[src/rtl/instruction_fetch_unit.sv]
// rtl/instruction_fetch_unit.sv - fetch stage: PC to imem, 2-entry fetch queue, valid/ready to decode, redirect flush
// Optional FETCH_BOUND_CHECK_EN: out-of-range fetch stores a NOP fault entry and halts until redirect/reset.
module instruction_fetch_unit #(
  parameter logic [31:0] RESET_PC   = 32'h0000_0000,
  parameter int          IMEM_DEPTH = 1024
) (
  input  logic        clk,
  input  logic        rst,
  output logic [31:0] imem_addr,
  input  logic [31:0] imem_rdata,
  input  logic        redirect_valid,
  input  logic [31:0] redirect_pc,
  input  logic        id_ready,
  output logic        if_valid,
  output logic [31:0] if_instr,
  output logic [31:0] if_pc,
  output logic [31:0] if_pc_plus4,
  output logic        if_fault
);

`ifdef FETCH_BOUND_CHECK_EN
  localparam logic BOUND_CHECK = 1'b1;
`else
  localparam logic BOUND_CHECK = 1'b0;
`endif
  localparam logic [29:0] DEPTH_WORDS = 30'(IMEM_DEPTH);
  localparam logic [31:0] NOP_INSTR   = 32'h0000_0013;

  logic [31:0] pc;
  logic [31:0] q_instr [2];
  logic [31:0] q_pc [2];
  logic [1:0]  q_fault;
  logic [1:0]  count;
  logic        rd_ptr;
  logic        wr_ptr;
  logic        halted;
  logic        pop;
  logic        push;
  logic        fault_now;

  assign if_valid  = (count != 2'd0);
  assign pop       = if_valid & id_ready;
  assign push      = !redirect_valid && ((count != 2'd2) || pop) && !halted;
  assign fault_now = BOUND_CHECK && (pc[31:2] >= DEPTH_WORDS);

  assign imem_addr = pc;

  // Gating on if_valid keeps the head fields at zero whenever the queue is empty.
  assign if_instr    = if_valid ? q_instr[rd_ptr] : 32'h0;
  assign if_pc       = if_valid ? q_pc[rd_ptr] : 32'h0;
  assign if_pc_plus4 = if_valid ? (q_pc[rd_ptr] + 32'd4) : 32'h0;
  assign if_fault    = if_valid & q_fault[rd_ptr];

  always_ff @(posedge clk or posedge rst) begin
    if (rst) begin
      pc     <= RESET_PC;
      count  <= 2'd0;
      rd_ptr <= 1'b0;
      wr_ptr <= 1'b0;
      halted <= 1'b0;
    end else if (redirect_valid) begin
      pc     <= redirect_pc & 32'hFFFF_FFFC;
      count  <= 2'd0;
      rd_ptr <= 1'b0;
      wr_ptr <= 1'b0;
      halted <= 1'b0;
    end else begin
      if (push) begin
        pc     <= pc + 32'd4;
        wr_ptr <= ~wr_ptr;
        if (fault_now) halted <= 1'b1;
      end
      if (pop) rd_ptr <= ~rd_ptr;
      count <= count + {1'b0, push} - {1'b0, pop};
    end
  end

  // Entry storage needs no reset: nothing reads it until count is non-zero.
  always_ff @(posedge clk) begin
    if (push) begin
      q_instr[wr_ptr] <= fault_now ? NOP_INSTR : imem_rdata;
      q_pc[wr_ptr]    <= pc;
      q_fault[wr_ptr] <= fault_now;
    end
  end

endmodule

[config.mk]
export PLATFORM = sky130hd
export DESIGN_NAME = instruction_fetch_unit
export DESIGN_NICKNAME = d
export VERILOG_FILES = /design/src/rtl/instruction_fetch_unit.sv
export SDC_FILE = /design/constraint.sdc
export NUM_CORES = 1
export LEC_CHECK = 0
export BUFFER_PORTS_ARGS = -buffer_cell sky130_fd_sc_hd__buf_2
export CORE_MARGIN = 10
export CORE_UTILIZATION = 25
export DETAILED_ROUTE_END_ITERATION = 10
export HOLD_SLACK_MARGIN = 0.06
export PLACE_DENSITY = 0.44
export SLEW_MARGIN = 20
export SYNTH_ARGS = -nofsm -noshare
export SYNTH_HDL_FRONTEND = slang
export SYNTH_SLANG_ARGS = --single-unit
export TNS_END_PERCENT = 30
[constraint.sdc]
create_clock -name clk -period 6.7 [get_ports clk]
set_input_delay 1.005 -clock clk [delete_from_list [all_inputs] [get_ports clk]]
set_output_delay 1.005 -clock clk [all_outputs]
set_load 0.01 [all_outputs]
## Word-level counts from Yosys, hierarchy flattened

Memories as Yosys holds them, arrays and structs flattened.
Index checks and enable logic that the tools add are counted.

| cells by class | value |
|---|---|
| $lt $le $gt $ge | 3 |
| equal/unequal tests | 1 |
| add/subtract/negate cells | 4 |
| reduce and logical (&&, ||, !) cells | 7 |
| bitwise logic cells | 6 |
| mux-type cells | 16 |

Operator list:

| kind | count |
|---|---|
| $mux 32 | 5 |
| $add 32x3->32 const B | 2 |
| $mux 1 | 9 |
| $reduce_bool 2->1 | 3 |
| $lt 1x2->1 const B | 2 |
| $add 2x1->2 | 1 |
| $and 1x1->1 | 2 |
| $and 2x2->2 | 1 |
| $logic_and 1x1->1 | 2 |
| $mux 2 | 1 |
| $ne 2x2->1 const B | 1 |
| $not 1->1 | 2 |
| $not 2->2 | 1 |
| $sub 2x1->2 | 1 |
| $demux 1 s1 | 1 |
| $ge 1x1->1 const B | 1 |
| $logic_not 1->1 | 1 |
| $logic_or 1x1->1 | 1 |

| word-level totals | value |
|---|---|
| input bits | 68 |
| memory bits (writable) | 128 |
| word-level logic and storage cells | 44 |
| memories kept | 2 |
| output and inout bits | 130 |
| bits in registers | 38 |

Memory list:

| memory | depth | width | rd ports | clocked after Yosys merged registers in | wr ports | line | text |
|---|---|---|---|---|---|---|---|
| q_instr | 2 | 32 | 1 | 0 | 1 | 30 | `logic [31:0] q_instr [2];` |
| q_pc | 2 | 32 | 1 | 0 | 1 | 31 | `logic [31:0] q_pc [2];` |

## Depth between registers and ports, before layout

Gate-level depths: netlist of run 1.

| depth | value |
|---|---|
| word-level depth | 7 |
| mapped depth | 12 |
| gate-level depth less buffers | 8 |

## Least setup slack after synthesis of run 1

No wires, ideal clock.

| path | value |
|---|---|
| path type | input -> register |
| start point | in redirect_valid |
| end point | mem q_instr[0][0] (enable) |
| data arrival time | 4.081 ns |
| required time | 6.218 ns |
| slack | 2.137 ns |
| stages on the path | 4 |
| cell sequence | clkbuf_1 -> nor2_1 -> inv_1 -> nor2_1 |

| on the way | value |
|---|---|
| longest elaborated chain between the ends | 4 |

Ends and longest elaborated chain:

| item | line | text |
|---|---|---|
| from (decl) | 11 | `input logic redirect_valid,` |
| $logic_not 1->1 | 43 | `assign push = !redirect_valid && ((count != 2'd2) \|\| pop) && !halted;` |
| $logic_and 1x1->1 | 43 |  |
| named net push | 38 | `logic push;` |
| $mux 1 | 80 | `if (push) begin` |
| $mux 1 | 81 | `q_instr[wr_ptr] <= fault_now ? NOP_INSTR : imem_rdata;` |
| to (decl) | 30 |  |

The timed path passes the listed nets, and every way through them passes these cells.

## Worst setup path after layout of run 1

| path | value |
|---|---|
| start point | reg rd_ptr |
| end point | out if_pc_plus4[31] |

| on the way | value |
|---|---|
| longest elaborated chain between the ends | 3 |

Ends and longest elaborated chain:

| item | line | text |
|---|---|---|
| from (decl) | 34 | `logic rd_ptr;` |
| from (signal assigned) | 73 | `if (pop) rd_ptr <= ~rd_ptr;` |
| $mem_v2 2x32 | - |  |
| $add 32x3->32 | 51 | `assign if_pc_plus4 = if_valid ? (q_pc[rd_ptr] + 32'd4) : 32'h0;` |
| $mux 32 | 51 |  |
| to (decl) | 17 | `output logic [31:0] if_pc_plus4,` |

No other way between the ends.

==> reports/metrics.yaml, run 1 <==
cts:
  insertion_delay_ps: 420
  cts-root-buf: "clkbuf_16"
  cts_buffers: 17
  clkTransAtPathRegs_ps: 70
  cts_resized: 0
  cts_max_path_buffers: 2
  postCtsSetupBuffers: 0
  hold_buffers: 0
  cts.sinks: 160
  cts_tree: "built"
  htreeDepth: 4
synth:
  synth_cell_types: 56
  synth_area_leaders: "edfxtp_1 49%, dfrtp_1 11%, mux2i_1 7.5%, nor2_1 4.1%, nand2_1 3.4%"
  synth-async-reset-ratio: 0.2125
  synth_simple_gate_area_share: 0.1613
  muxShareOfSynthArea: 0.08559
  syn_area_um2: 7747
  yosys.area.top_type_share: 0.4884
  ys_seq_elements: 160
  synth_top_family_by_area: "simple AND/OR/NAND/NOR gates"
  synth-xor-area-share: 0.05087
  synth_edf_count: 126
  ys_warn_count: 0
  ys_seq_area_frac: 0.5982
  synth_compound_area_frac: 0.06411
  synthCells: 641
  synth_area_per_cell_um2: 12.09
  yosys.area.top_type: "edfxtp_1"
  ys.flop_type: "edfxtp_1"
  synth_fa_ha_area_frac: 0.006460
global_routing:
  grt_pass1_vias: 5661
  grt-ovfl-total: 0
  track_usage: 0.1188
  antenna_found_initial: 1
  grt_pass1_wl_um: 35320
  grt_max_degree: 76
sta:
  setup_tns_ps: 0
  relSlewSlack: 0.3617
  finalHoldViolCount: 0
  finalCriticalPeriod_ps: 4621
  finalClockSkew_ps: 12.71
  fmax_mhz: 216.4
  worst_slew_pin_slew_ps: 957.5
  setup_viol: 0
  rsz0062_at_grt: "no"
  slew_violations: 0
  fin_crit_sh: 0.6897
pwr:
  switching_power_mw: 1.295
  internal_power_mw: 2.161
  max-vdd-ir-drop_mv: 0.2554
  p_leak_nw: 3.828
  finalPower_mw: 3.455
  p_clk_frac: 0.258
  pwr-share-seq: 0.397
  combPwrFrac: 0.344
  power.density_nw_per_um2: 358.9
  swShare: 0.3747
floorplan:
  num_rows: 64
  io_pins: 198
  dieWidth_um: 196.0
  start_util: 0.2533
  dieHeight_um: 196.0
  core-area_um2: 30590
  dieArea_um2: 38430
job:
  maxCapViolCount: 0
detailed_routing:
  vias_per_cell: 4.356
  post-route-drc-count: 0
  ant_nets: 0
  dr.pass1.iters: 4
  wl_per_cell_um: 18.58
  wirelength_um: 22890
  vias: 5367
  drt_iter0_drc: 212
min_path:
  min_path_cells: 0
  holdCritPathClass: "reg -> reg"
setup_path:
  cp.arrival_ps: 3620
  end_kind: "output pin"
  path_class: "reg -> out"
  critical_path.cell_chain: "buf_4 -> nand3_1 -> a22oi_4 -> nand4_4 -> nor4_2 -> mux2_1 -> buf_2"
  slowest_stage: "dfrtp_4"
  cpPeakStageDelay_ps: 1040
  required_ps: 5690
  critPathMaxFanout: 69
  r2r_cells: 4
  worstSetupStartpointType: "register"
cells_and_area:
  regArea_um2: 4638
  antenna_cells: 0
  drive_gt1_frac: 0.3098
  multi_input_area_um2: 2905
  utilization: 0.3148
  final_nets: 895
  fillers: 3223
  area_delta_synth_final_pct: 24.27
placement:
  gp_congestion: 0.7379
  place.port_buffers: 189
  hpwl_um: 16480
run_status:
  status: "finished, final reports clean"
registers in the layout (all words and copies together) (netlist names):
signal and count:
q_instr 64, q_pc 60, imem_addr 30, count 2, q_fault 2, rd_ptr 1
wr_ptr 1
Yosys cell counts, types with 2 or more instances:
| cell | n |
|---|---|
| edfxtp_1 | 126 |
| nor2_1 | 84 |
| nand2_1 | 71 |
| mux2i_1 | 58 |
| dfrtp_1 | 34 |
| o21ai_0 | 31 |
| xor2_1 | 27 |
| nand4_1 | 22 |
| clkbuf_1 | 19 |
| nand3_1 | 19 |
| xnor2_1 | 18 |
| and2_1 | 10 |
| buf_4 | 10 |
| o21ai_1 | 10 |
| and3_1 | 9 |
| buf_2 | 9 |
| o31ai_1 | 9 |
| inv_1 | 7 |
| mux2_2 | 5 |
| a21oi_1 | 4 |
| ha_1 | 4 |
| nor2b_1 | 4 |
| a22oi_4 | 3 |
| and4_1 | 3 |
| buf_6 | 3 |
| nand3b_4 | 3 |
| nor3_1 | 3 |
| a211oi_2 | 2 |
| a31oi_1 | 2 |
| nand3b_1 | 2 |
| nand4_2 | 2 |
| nand4b_1 | 2 |
| nor3b_1 | 2 |
| o41ai_1 | 2 |
final timing paths:
check / startpoint / end / slack, ps
max: rd_ptr / if_pc_plus4[31] / 2080
min: imem_addr[31] / q_pc[1][31] / 540
max reg2reg: count[1] / q_pc[1][18] / 4120
min reg2reg: imem_addr[31] / q_pc[1][31] / 540
max in group asynchronous: rst / rd_ptr / 5620
min in group asynchronous: rst / imem_addr[17] / 690
through the flow:
stage / hold slack (ps) / area [µm²] / std cells / worst slack, ps
3_3_place_gp: 515.6 / 9094 / 1200 / 2450
2_1_floorplan: 528.4 / 7766 / 646 / 2137
3_5_place_dp: 515.9 / 9094 / 1200 / 2447
6_report: 537.4 / 9628 / 1232 / 2079
5_1_grt: 567.4 / 9628 / 1232 / 1821
4_1_cts: 545.4 / 9628 / 1232 / 1961
layout make-up:
class                      instances  share of cell area
clock buffer                      17             0.04418
sequential                       160              0.4817
timing repair buffer             200              0.1068
tap                              396             0.05146
inverter                           7            0.002729
clock inverter                    15             0.01131
multi-input combinational        437              0.3018
kinds of logic after synthesis:
logic type,count (synthesis)
adder cells (fa/ha/maj),4
buffers and inverters,49
flip-flops,160
multiplexers,65
other,1
XOR/XNOR,45
AND/OR/NAND/NOR,246
AO/OA/AOI/OAI,71
routing by layer:
metal / global-route usage / vias up / share of wire
li1: - / 2674 / -
met1: 0.1618 / 2540 / 0.49
met2: 0.1823 / 138 / 0.45
met3: 0.03393 / 13 / 0.053
met4: 0.02687 / 2 / 0.0085
met5: 0 / - / 0.00057
worst max-delay path, delay by kind of cell, from the launching register on:
family	cells	cell delay, ps
buffers and inverters	2	740
muxes	1	340
AOI/OAI and AO/OA	1	250
DFF	1	1040
and+or+nand+nor	3	770
cell usage in the layout, fill, tap and decap left out, types with 10 or more instances in the layout:
master / netlist / final
nor2_1: 84 / 82
nand2_1: 71 / 71
xnor2_1: 18 / 18
dfrtp_1: 34 / 33
nand3_1: 19 / 19
edfxtp_1: 126 / 126
nand4_1: 22 / 22
buf_2: 9 / 189
xor2_1: 27 / 27
o21ai_0: 31 / 31
clkbuf_16: 0 / 17
mux2i_1: 58 / 58
buf_4: 10 / 11
o21ai_1: 10 / 10
power by group through the flow:
stage	combinational, mW	sequential, mW	clock (mW)
finish	1.19	1.37	0.893
global route	1.33	1.40	0.972
CTS	1.23	1.38	0.933
detailed placement	1.23	1.40	0
global placement	1.23	1.39	0
floorplan	0.778	1.32	0
(Power assumes the default switching activity.)
==> run 2, diff against run 1 <==
Settings changed: PLACE_DENSITY 0.44 to 0.45.
Clock period 6.7 ns to 3.85 ns, I/O delays scaled along.
==> run 2 against run 1 <==
  * Die area unchanged
  * Core utilization rose by 0.34 points
  * Hold slack worse by 260 ps
==> reports/metrics.yaml, run 2 (synthesis results as in run 1) <==
sta:
  fin_hold_ws_ps: 282.1
  finalCriticalPeriod_ps: 3650
  rsz0062_at_grt: "no"
  setup_viol: 0
  finalClockSkew_ps: 10.27
  slew_violations: 0
  worst_slew_pin_slew_ps: 955.6
  relSlewSlack: 0.3629
  finalHoldViolCount: 0
  setup_tns_ps: 0
  fmax_mhz: 274.0
  fin_crit_sh: 0.9481
global_routing:
  grt_use_met2: 0.1843
  grt_max_degree: 76
  busiest_layer: "met2"
  antenna_found_initial: 1
  grt_pass1_wl_um: 34580
  use_met1: 0.1508
  met3_usage: 0.03427
  grt_pass1_vias: 5717
  track_usage: 0.1160
  grt-ovfl-total: 0
cells_and_area:
  layout.cells.non_filler: 1234
  final_common_cell: "buf_2"
  area_delta_synth_final_pct: 25.61
  largest_reg_flops: 64
  layout_common_cells: "189 x buf_2, 126 x edfxtp_1, 82 x nor2_1"
  antenna_cells: 0
  final_nets: 897
  drive_gt1_frac: 0.3103
  max_flop_register: "q_instr"
floorplan:
  num_rows: 64
  start_util: 0.2533
  dieHeight_um: 196.0
  dieArea_um2: 38430
  io_pins: 198
  core-area_um2: 30590
  dieWidth_um: 196.0
pwr:
  p_leak_nw: 3.872
  power.density_nw_per_um2: 635.6
  finalPower_mw: 6.185
  max-vdd-ir-drop_mv: 0.3256
setup_path:
  r2r_cells: 5
  slowest_stage: "dfrtp_4"
  required_ps: 3270
  critical_path.cell_chain: "mux2_2 -> ha_1 -> inv_1 -> a211oi_2 -> nand4_1 -> nand2b_1 -> mux2_4 -> buf_2"
  cpPeakStageDelay_ps: 580
  worstSetupStartpointType: "register"
  rr_endpoint: "q_pc[0][11]"
  rrSetupSlack_ps: 1400
  path_class: "reg -> out"
  cp.arrival_ps: 3070
  rr_startpoint: "count[1]"
  critPathMaxFanout: 15
  worstSetupStartpoint: "rd_ptr"
  end_kind: "output pin"
cts:
  hold_buffers: 0
  cts.sinks: 160
  htreeDepth: 4
  insertion_delay_ps: 410
  cts_max_path_buffers: 2
  cts-root-buf: "clkbuf_16"
  cts_tree: "built"
  postCtsSetupBuffers: 0
  cts_resized: 0
  clkTransAtPathRegs_ps: 70
  cts_buffers: 17
detailed_routing:
  wirelength_um: 22670
  ant_nets: 0
  post-route-drc-count: 0
  vias: 5490
  vias_per_cell: 4.449
  wl_per_cell_um: 18.37
  drt_iter0_drc: 250
  dr.pass1.iters: 6
placement:
  dp.cells: 1202
  gp_congestion: 0.7639
  hpwl_um: 16570
  place.port_buffers: 189
job:
  maxCapViolCount: 0
min_path:
  holdCritPathClass: "in -> async"
run_status:
  status: "finished, final reports clean"
==> run 2: changes by cell type in the layout (fill, tap and decap cells not counted), sizes merged <==
cell	previous run	this run
bufinv	0	3
clkbuf	17	19
inv	13	10
clkinv	5	3
buf	200	202
==> run 2: metal layers <==
| layer | vias to the layer above | part of all wire |
|---|---|---|
| met1 | 2673 | 0.48 |
| met5 | - | 0.00057 |
| li1 | 2670 | - |
| met4 | 2 | 0.011 |
| met3 | 13 | 0.052 |
| met2 | 132 | 0.46 |
==> run 2: how the worst max path moves through the flow <==
| stage | end | slack [ps] | cells after the start |
|---|---|---|---|
| final | if_pc_plus4[26] | 200 | 8 |
| after global routing | if_pc_plus4[26] | 8 | 8 |
| after CTS | if_pc_plus4[26] | 80 | 8 |
| after detailed placement | if_pc_plus4[26] | 570 | 8 |
| after global placement | if_pc_plus4[26] | 580 | 8 |
| after floorplan | q_instr[0][0] | 750 | 4 |
==> run 2: cell type report <==
cell class | count | area, µm²
inverter | 7 | 26.28
tap | 396 | 495.5
fill | 3186 | 20860
timing repair buffer | 202 | 1069
multi-input combinational | 437 | 2907
clock buffer | 19 | 432.9
clock inverter | 13 | 163.9
sequential | 160 | 4638
==> run 2: stage by stage <==
stage                     instance area, µm²  utilization  setup slack (ps)
final                                   9732       0.3181             199.9
after global routing                    9732       0.3181             8.220
after CTS                               9732       0.3181             84.51
after detailed placement                9135       0.2986             572.4
after global placement                  9135       0.2986             578.8
after floorplan                         7769            -             750.2
==> run 2: critical path: cells and delay by family, from the launching register on <==
kind | cells | cell delay (ps)
adder cells (fa/ha/maj) | 1 | 170
multiplexers | 2 | 600
buffers and inverters | 2 | 210
flip-flops | 1 | 580
AO/OA/AOI/OAI | 1 | 460
AND/OR/NAND/NOR | 2 | 640
==> run 2: power breakdown <==
part	leakage, nW	internal, mW	switching, mW	total [mW]
sequential	1.60	2.14	0.179	2.32
combinational	1.99	0.804	1.35	2.15
clock	0.278	1.02	0.691	1.72
total	3.87	3.97	2.22	6.19
==> run 3, diff against run 2 <==
Settings changed: ABC_AREA set to 1, CTS_CLUSTER_SIZE set to 16.
==> run 3 against run 2 <==
  * Clock power decreased by 5%
  * Sequential share of layout area fell by 2.0 points
  * Hold slack got worse by 29 ps
  * Wire length up 14%
  * Total power grew 4.9%
  * Cell area up 4.3%
  * Worst setup slack improved by 150 ps
  * Die area is 4.5% higher
  * Non-clock buffer count decreased by 3
==> reports/metrics.yaml, run 3 <==
global_routing:
  grt_pass1_wl_um: 39320
  antenna_found_initial: 2
  track_usage: 0.1257
  grt_pass1_vias: 6452
  grt-ovfl-total: 0
  grt_max_degree: 72
cells_and_area:
  fin_area_um2: 10150
  layout.cells.non_filler: 1580
  area_delta_synth_final_pct: 24.73
  largest_reg_flops: 64
  antenna_cells: 0
  max_flop_register: "q_instr"
  layout_common_cells: "324 x nand2_1, 189 x buf_2, 126 x edfxtp_1"
  final_nets: 1197
  final_common_cell: "nand2_1"
  drive_gt1_frac: 0.2302
floorplan:
  core-area_um2: 32290
  dieHeight_um: 200.4
  io_pins: 198
  dieArea_um2: 40160
  start_util: 0.2520
  num_rows: 66
  dieWidth_um: 200.4
setup_path:
  critPathMaxFanout: 64
  end_kind: "output pin"
  critical_path.cell_chain: "buf_4 -> nand2_1 -> nand2_1 -> ha_1 -> nand2_1 -> nor2_4 -> nand3b_1 -> nor2_2 -> nand3_1 -> nand2_1 -> inv_1 -> buf_2"
  required_ps: 3270
  crit_top_cell: "nand2_1"
  slowest_stage: "buf_4"
  worstSetupStartpointType: "register"
  path_class: "reg -> out"
  cp_top_family: "simple AND/OR/NAND/NOR gates"
  cpPeakStageDelay_ps: 610
  cp.arrival_ps: 2930
  cp.buffers_inverters: 3
synth:
  yosys.area.top_type: "edfxtp_1"
  synth_area_leaders: "edfxtp_1 47%, nand2_1 15%, dfrtp_1 10%, inv_1 4.5%, nor2_1 4.2%"
  ys_seq_elements: 160
  ys_top_cells_by_count: "324 x nand2_1, 126 x edfxtp_1, 97 x inv_1"
  yosys.area.top_type_share: 0.4650
  synth_cell_types: 33
  syn_area_um2: 8137
  ys_warn_count: 0
  ys_seq_area_frac: 0.5696
  synth-async-reset-ratio: 0.2125
  synth_most_common_cell: "nand2_1"
  synthCells: 937
  synth_area_per_cell_um2: 8.684
  synth_edf_count: 126
  ys.flop_type: "edfxtp_1"
sta:
  finalClockSkew_ps: 9.567
  setup_tns_ps: 0
  worst_slew_pin_slew_ps: 866.2
  fmax_mhz: 285.4
  finalHoldViolCount: 0
  setup_ws_ps: 345.7
  slew_violations: 0
  fin_crit_sh: 0.9102
  fin_hold_ws_ps: 253.4
  finalCriticalPeriod_ps: 3504
  setup_viol: 0
  rsz0062_at_grt: "no"
  relSlewSlack: 0.4225
job:
  maxCapViolCount: 0
detailed_routing:
  vias: 6695
  wirelength_um: 25910
  drt_iter0_drc: 304
  vias_per_cell: 4.237
  post-route-drc-count: 0
  ant_nets: 0
  dr.pass1.iters: 5
  wl_per_cell_um: 16.40
cts:
  cts.sinks: 160
  clkTransAtPathRegs_ps: 60
  cts-root-buf: "clkbuf_16"
  cts_resized: 0
  cts_buffers: 17
  cts_tree: "built"
  cts_max_path_buffers: 2
  insertion_delay_ps: 420
  postCtsSetupBuffers: 0
  htreeDepth: 4
  hold_buffers: 0
placement:
  place.port_buffers: 189
  place_ws_ps: 715.7
  hpwl_um: 18910
  gp_congestion: 0.8257
  place_area_um2: 9578
  dp.cells: 1548
pwr:
  power.density_nw_per_um2: 639.3
  p_leak_nw: 4.524
  max-vdd-ir-drop_mv: 0.2894
run_status:
  status: "finished, final reports clean"
min_path:
  holdCritPathClass: "in -> async"
-- run 3: layout make-up --
cell class / count / area (µm²)
well taps: 442 / 553.0
fillers: 3448 / 22140
clock inverters: 14 / 141.4
repair buffers: 199 / 1046
multi-input cells: 647 / 2968
clock buffers: 18 / 429.2
inverters: 100 / 375.4
flip-flops and latches: 160 / 4636
-- run 3: through the flow --
step           total power, mW  utilization
6_report                 6.488       0.3143
5_1_grt                  6.939       0.3143
4_1_cts                  6.609       0.3143
3_5_place_dp             4.963       0.2966
3_3_place_gp             4.949       0.2966
2_1_floorplan            3.856            -
-- run 3: worst reg2reg max path, cell delays in order, from the launching register on --
cell and delay (ps):
dfrtp_1 430, nand3b_1 360, nand2_1 450, buf_4 320, nor2_4 110, buf_12 340
-- run 3: power by group --
part	leakage (nW)	internal (mW)	switching, mW
Combinational	2.66	0.791	1.72
Clock	0.265	0.951	0.676
Sequential	1.60	2.16	0.193
-- run 3: routing by layer --
metal  track usage  wire length [µm]
met2        0.2108             12660
met5             0                 0
met4       0.03354               289
met3       0.02324               895
met1        0.1629             12070
-- run 3: logic make-up (layout without fill, tap and decap cells) --
kind of cell               after synthesis  count (layout)  synth area share
DFF                                    160             160            0.5696
buffers and inverters                  135             331           0.07074
adders and majority gates                4               4          0.006151
and+or+nand+nor                        526             526            0.2710
xor gates and xnor gates                18              18           0.01938
AOI/OAI and AO/OA                       93              93           0.06274
other                                    1               6         0.0004609
-- run 3: path summary, 6_finish.rpt --
path / start / to / slack [ps] / cells after the start
max: rd_ptr / if_pc_plus4[28] / 350 / 12
min: rst / imem_addr[4] / 250 / 3
max reg2reg: count[1] / q_instr[0][20] / 1470 / 5
min reg2reg: rd_ptr / rd_ptr / 520 / 1
max in group asynchronous: rst / rd_ptr / 3250 / 3
min in group clk: imem_rdata[7] / q_instr[1][7] / 340 / 1
